<file path="src/rtl/divider.sv">
// ============================================================================
// divider
// ----------------------------------------------------------------------------
// Multi-cycle 32-bit integer divider for the execute stage (DIV / DIVU).
// A restoring shift-subtract engine retires one quotient bit per cycle, so a
// normal divide takes 32 BUSY cycles plus one DONE cycle that presents the
// result. Divide-by-zero skips the engine and goes straight to DONE.
//
// Ports
//   clk         in   1   pipeline clock, rising edge
//   rst         in   1   synchronous active-high reset
//   start       in   1   DIV/DIVU issue request, only looked at in IDLE
//   signed_div  in   1   1 = DIV (signed), 0 = DIVU (unsigned)
//   opa         in  32   dividend
//   opb         in  32   divisor
//   cancel      in   1   pipeline flush / exception abort, beats start
//   stall       out  1   divide in progress, freezes F/D/E
//   ready       out  1   one-cycle pulse, result valid for HI/LO write
//   result      out 64   {HI = remainder, LO = quotient}
// ============================================================================
module divider (
    input  logic        clk,
    input  logic        rst,
    input  logic        start,
    input  logic        signed_div,
    input  logic [31:0] opa,
    input  logic [31:0] opb,
    input  logic        cancel,
    output logic        stall,
    output logic        ready,
    output logic [63:0] result
);

    typedef enum logic [1:0] {
        IDLE = 2'd0,
        BUSY = 2'd1,
        DONE = 2'd2
    } state_t;

    state_t      r_state;
    state_t      w_nextState;

    logic [5:0]  r_count;
    logic [31:0] r_quot;
    logic [32:0] r_rem;
    logic [31:0] r_divisor;
    logic        r_negQ;
    logic        r_negR;
    logic [63:0] r_result;

    logic        w_accept;
    logic        w_divZero;
    logic        w_lastStep;
    logic [31:0] w_magA;
    logic [31:0] w_magB;
    logic [32:0] w_shifted;
    logic [32:0] w_diff;
    logic [31:0] w_quotFinal;
    logic [31:0] w_remFinal;
    logic [63:0] w_final;

    // A new divide is taken only from IDLE, and a same-cycle cancel wins.
    assign w_accept   = (r_state == IDLE) && start && !cancel;
    assign w_divZero  = (opb == 32'd0);
    assign w_lastStep = (r_count == 6'd31);

    // Operand magnitudes; in unsigned mode the operands pass straight through.
    // The magnitude of 0x80000000 is 0x80000000 read as unsigned, which is
    // what makes the signed overflow case come out right without special casing.
    assign w_magA = (signed_div && opa[31]) ? (~opa + 32'd1) : opa;
    assign w_magB = (signed_div && opb[31]) ? (~opb + 32'd1) : opb;

    // One restoring step: shift the next dividend bit into the partial
    // remainder and try subtracting the divisor. Bit 32 of the difference is
    // set exactly when the trial subtraction went negative.
    assign w_shifted = {r_rem[31:0], r_quot[31]};
    assign w_diff    = w_shifted - {1'b0, r_divisor};

    // Sign fix-up at the end: quotient negated when signs differ, remainder
    // takes the dividend's sign. Divide-by-zero loads values with both flags
    // clear so they appear unchanged.
    assign w_quotFinal = r_negQ ? (~r_quot + 32'd1) : r_quot;
    assign w_remFinal  = r_negR ? (~r_rem[31:0] + 32'd1) : r_rem[31:0];
    assign w_final     = {w_remFinal, w_quotFinal};

    // State register.
    always_ff @(posedge clk) begin
        if (rst) begin
            r_state <= IDLE;
        end else begin
            r_state <= w_nextState;
        end
    end

    // Next-state and handshake outputs. Reset gates stall/ready directly so
    // the pipeline sees neither while rst is high, whatever the state holds.
    always_comb begin
        w_nextState = r_state;
        stall       = 1'b0;
        ready       = 1'b0;

        case (r_state)
            IDLE: begin
                if (w_accept) begin
                    w_nextState = w_divZero ? DONE : BUSY;
                end
            end
            BUSY: begin
                if (w_lastStep) begin
                    w_nextState = DONE;
                end
            end
            DONE: begin
                w_nextState = IDLE;
            end
            default: begin
                w_nextState = IDLE;
            end
        endcase

        if (cancel) begin
            w_nextState = IDLE;
        end

        stall = !rst && (w_accept || (r_state == BUSY));
        ready = !rst && (r_state == DONE) && !cancel;
    end

    // Divide engine: latch operands on accept, then one step per BUSY cycle.
    // r_quot starts as the dividend magnitude and is shifted left as quotient
    // bits enter at the bottom.
    always_ff @(posedge clk) begin
        if (rst) begin
            r_count   <= 6'd0;
            r_quot    <= 32'd0;
            r_rem     <= 33'd0;
            r_divisor <= 32'd0;
            r_negQ    <= 1'b0;
            r_negR    <= 1'b0;
        end else begin
            case (r_state)
                IDLE: begin
                    if (w_accept) begin
                        r_count <= 6'd0;
                        if (w_divZero) begin
                            r_quot    <= 32'hFFFF_FFFF;
                            r_rem     <= {1'b0, opa};
                            r_divisor <= opb;
                            r_negQ    <= 1'b0;
                            r_negR    <= 1'b0;
                        end else begin
                            r_quot    <= w_magA;
                            r_rem     <= 33'd0;
                            r_divisor <= w_magB;
                            r_negQ    <= signed_div && (opa[31] ^ opb[31]);
                            r_negR    <= signed_div && opa[31];
                        end
                    end
                end
                BUSY: begin
                    r_count <= r_count + 6'd1;
                    if (!w_diff[32]) begin
                        r_rem  <= w_diff;
                        r_quot <= {r_quot[30:0], 1'b1};
                    end else begin
                        r_rem  <= w_shifted;
                        r_quot <= {r_quot[30:0], 1'b0};
                    end
                end
                default: begin
                end
            endcase
        end
    end

    // Held result: captured as DONE completes, so it persists until the next
    // successful DONE. A cancelled DONE leaves it alone.
    always_ff @(posedge clk) begin
        if (rst) begin
            r_result <= 64'd0;
        end else if ((r_state == DONE) && !cancel) begin
            r_result <= w_final;
        end
    end

    // During the ready cycle the fresh value is forwarded so HI/LO can be
    // written in that same cycle.
    assign result = ready ? w_final : (rst ? 64'd0 : r_result);

endmodule

</file>
<file path="config.mk">
export PLATFORM = sky130hd
export DESIGN_NAME = divider
export DESIGN_NICKNAME = d
export VERILOG_FILES = /design/src/rtl/divider.sv
export SDC_FILE = /design/constraint.sdc
export NUM_CORES = 1
export LEC_CHECK = 0
export ABC_AREA = 1
export CELL_PAD_IN_SITES_DETAIL_PLACEMENT = 0
export CELL_PAD_IN_SITES_GLOBAL_PLACEMENT = 1
export CORE_MARGIN = 5
export CORE_UTILIZATION = 44
export DETAILED_ROUTE_END_ITERATION = 12
export MAX_ROUTING_LAYER = met4
export PLACE_DENSITY = 0.84
export SLEW_MARGIN = 20
export SYNTH_ARGS = -nofsm -noshare
export SYNTH_HDL_FRONTEND = slang
export SYNTH_SLANG_ARGS = --single-unit
</file>
<file path="constraint.sdc">
create_clock -name clk -period 3.31 [get_ports clk]
set_input_delay 0.4965 -clock clk [delete_from_list [all_inputs] [get_ports clk]]
set_output_delay 0.4965 -clock clk [all_outputs]
set_load 0.005 [all_outputs]
</file>
==> flow_metrics.py <==
metrics = {
    "power": {
        "switching_share_pct": 41.86,
        "power_per_cell_area_mw_per_mm2": 430.1,
        "power.total_mw": 7.017,
        "p_leak_nw": 7.721,
        "clockPowerShare_pct": 29.5,
        "p_int_mw": 4.079,
        "p_sw_mw": 2.937,
        "pwr-share-seq_pct": 32.8,
        "comb_power_share_pct": 37.7,
        "ir_worst_vdd_uv": 361.7,
    },
    "synth": {
        "synth_cell_types": 53,
        "post-synth-top-count-cell": "nand2_1",
        "yosys_warnings": 0,
        "synth_seq_cells": 170,
        "yosysTopAreaCell": "dfxtp_1",
        "mappedNetlistArea_sq_mm": 0.01358,
        "synth_fp_nets": 2345,
        "synth_area_leaders": "dfxtp_1 25%, nand2_1 16%, inv_1 8.6%",
        "avgSynthCellArea_sq_um": 6.068,
        "netlist_instances": 2238,
        "yosysTopAreaCellShare_pct": 25.06,
        "yosys-top-cells-count": "568 x nand2_1, 311 x inv_1, 199 x nand3_1, 176 x nor2_1, 170 x dfxtp_1",
        "synthArstFlopShare_pct": 0,
        "ys_seq_area_share_pct": 25.06,
        "synth-edff-count": 0,
        "synth_ff_type": "dfxtp_1",
    },
    "min_path": {
        "hp-class": "register to register",
    },
    "cts": {
        "clockBufferDepth": 2,
        "cts.clk_slew.worst_paths_ns": 0.07,
        "htreeDepth": 4,
        "cts-root-buf": "clkbuf_16",
        "cts_sinks": 170,
        "clk_latency_ns": 0.46,
        "numCtsBuffers": 17,
        "holdBufCountCts": 0,
        "cts_tree": "built",
    },
    "routing": {
        "ant_nets": 0,
        "drtIter0Drc": 1088,
        "dr_total_vias": 14890,
        "vias_per_cell": 5.382,
        "wl_per_cell_microns": 18.58,
        "drt-pass1-iter-count": 5,
        "drc": 0,
        "drt_wl_total_microns": 51390,
    },
    "die": {
        "die_x_microns": 185.7,
        "coreArea_sq_mm": 0.03051,
        "start_util_pct": 44.51,
        "dieArea_sq_mm": 0.03448,
        "ioPinCount": 135,
        "die_h_microns": 185.7,
        "rows": 64,
    },
    "setup_path": {
        "worstPathArrival_ns": 2.72,
        "critical_path_class": "register to output pin",
        "crit_path_max_fanout": 3,
        "required_ns": 2.81,
        "startpoint_type": "register",
        "end_kind": "output pin",
    },
    "global_route": {
        "grt_overflow_total": 0,
        "track_usage_pct": 30.28,
        "grt_first_pass_wirelength_microns": 78310,
        "grt_max_degree": 65,
        "grt_pass1_vias": 13790,
        "antenna_found_initial": 2,
    },
    "timing": {
        "relSlewSlack_pct": 50.26,
        "finalSetupViolCount": 0,
        "min_period_ns": 3.221,
        "fin_worst_skew_ns": 0.01271,
        "slew_viol_final": 0,
        "setup_ws_ns": 0.08850,
        "tns_ns": 0,
        "fin_hold_ws_ns": 0.4635,
        "hold_violations": 0,
        "tightestPinTransition_ns": 0.7461,
        "period_share_pct": 97.33,
        "fmax_ghz": 0.3104,
        "rsz0062_at_grt": "yes",
    },
    "placement": {
        "gp_congestion": 0.9861,
        "dp.cells": 2716,
        "port_buffers": 134,
        "hpwl_microns": 40960,
        "place_ws_ns": 0.2534,
    },
    "cells_and_area": {
        "drive_gt1_share_pct": 10.48,
        "syn_to_final_growth_pct": 20.14,
        "fin_nets": 2460,
        "stdcell_count": 2766,
    },
    "job": {
        "maxCapViolCount": 0,
    },
    "run_status": {
        "status": "finished, final reports clean",
    },
}
-- final timing paths --
check	from	end	slack, ns	depth (start not counted)
max	r_rem[0]	result[44]	0.09	13
min	r_count[5]	r_count[5]	0.46	1
max reg2reg	r_rem[22]	r_rem[12]	0.47	13
min reg2reg	r_count[5]	r_count[5]	0.46	1
-- registers in the layout, summed over array words and instances (netlist names) --
signal,cells
r_quot,32
r_result,64
r_count,6
r_divisor,32
r_negQ,1
r_state,2
r_rem,32
r_negR,1
-- kinds of logic (layout without fill, tap and decap cells) --
family / Yosys count / after routing / share of synthesized area (%)
AND/OR/NAND/NOR: 1068 / 1068 / 34.44
AO/OA/AOI/OAI: 451 / 451 / 18.98
buffers and inverters: 424 / 552 / 12.35
flip-flops: 170 / 170 / 25.06
XOR/XNOR: 87 / 87 / 5.611
adder cells (fa/ha/maj): 38 / 38 / 3.557
other: 0 / 4 / 0
-- cells in the final DEF (no fill, tap or decap), drive strengths merged --
cell type      synthesis  final
a221oi                 4      4
nor2                 187    187
buf                   25     50
xnor2                 14     14
nand3                204    204
a21o                   2      2
o22ai                  3      3
dlymetal6s2s           0     13
inv                  333    341
a31oi                 29     29
ha                    37     37
nor3b                  2      2
clkinvlp               0      5
diode                  0      4
clkdlybuf4s50          0    119
xor2                  73     73
nor3                  27     27
o211ai                 9      9
fa                     1      1
and2                   4      4
nand4                 29     29
o21bai                 3      3
a21oi                187    187
o21ai                198    198
or2                   12     12
and3                   1      1
nand2                583    583
clkbuf                62     18
o221ai                11     11
o31ai                  3      3
dfxtp                170    170
nor4                  15     15
clkinv                 4      5
a21boi                 1      1
bufinv                 0      1
a211oi                 1      1
nand3b                 4      4
-- through the flow --
| stage | instance area (sq um) | util, % |
|---|---|---|
| after floorplan | 13580 | - |
| after global placement | 15310 | 50.17 |
| after detailed placement | 15310 | 50.17 |
| after CTS | 15990 | 52.41 |
| after global routing | 16310 | 53.46 |
| final | 16310 | 53.47 |
-- area by class of cell --
type | instances | area, sq um
fill | 3247 | 14190
multi-input combinational | 1644 | 8782
sequential | 170 | 3408
timing repair buffer | 183 | 1773
inverter | 337 | 1266
tap | 396 | 495.5
clock buffer | 17 | 425.4
clock inverter | 15 | 153.9
antenna | 4 | 10.01
-- worst max-delay path, stage by stage (launching register included) --
cell and delay (ns):
dfxtp_2 0.34, inv_2 0.08, ha_2 0.19, nand3_2 0.11
inv_2 0.07, nand3_2 0.09, nor3_4 0.20, buf_6 0.14
nand3_2 0.09, buf_4 0.15, nand2_1 0.07, xor2_1 0.22
o21ai_1 0.08, clkdlybuf4s50_1 0.45
-- metal layers --
metal  share of wire (%)  wire length [microns]  vias to the layer above  GRT usage, %
met5                   0                      0                        -             -
met4                 4.5                   2318                        0         12.68
met3                 6.2                   3209                      100         4.397
met2                  42                  21830                      459         44.72
met1                  47                  24040                     6839         41.50
li1                    -                      -                     7488             -
-- power by group through the flow --
| stage | Sequential [mW] | Clock (mW) | Combinational (mW) |
|---|---|---|---|
| after floorplan | 2.26 | 0 | 1.77 |
| after global placement | 2.33 | 0 | 2.48 |
| after detailed placement | 2.33 | 0 | 2.48 |
| after CTS | 2.29 | 2.09 | 2.53 |
| after global routing | 2.31 | 2.17 | 2.95 |
| final | 2.30 | 2.07 | 2.65 |
-- repair_timing --
item / CTS / global route
gates resized for setup: 16 / 73
pin swaps: 3 / 15
buffers inserted: 4 / 10
setup endpoints to repair: 22 / 36
(Power assumes the default switching activity.)
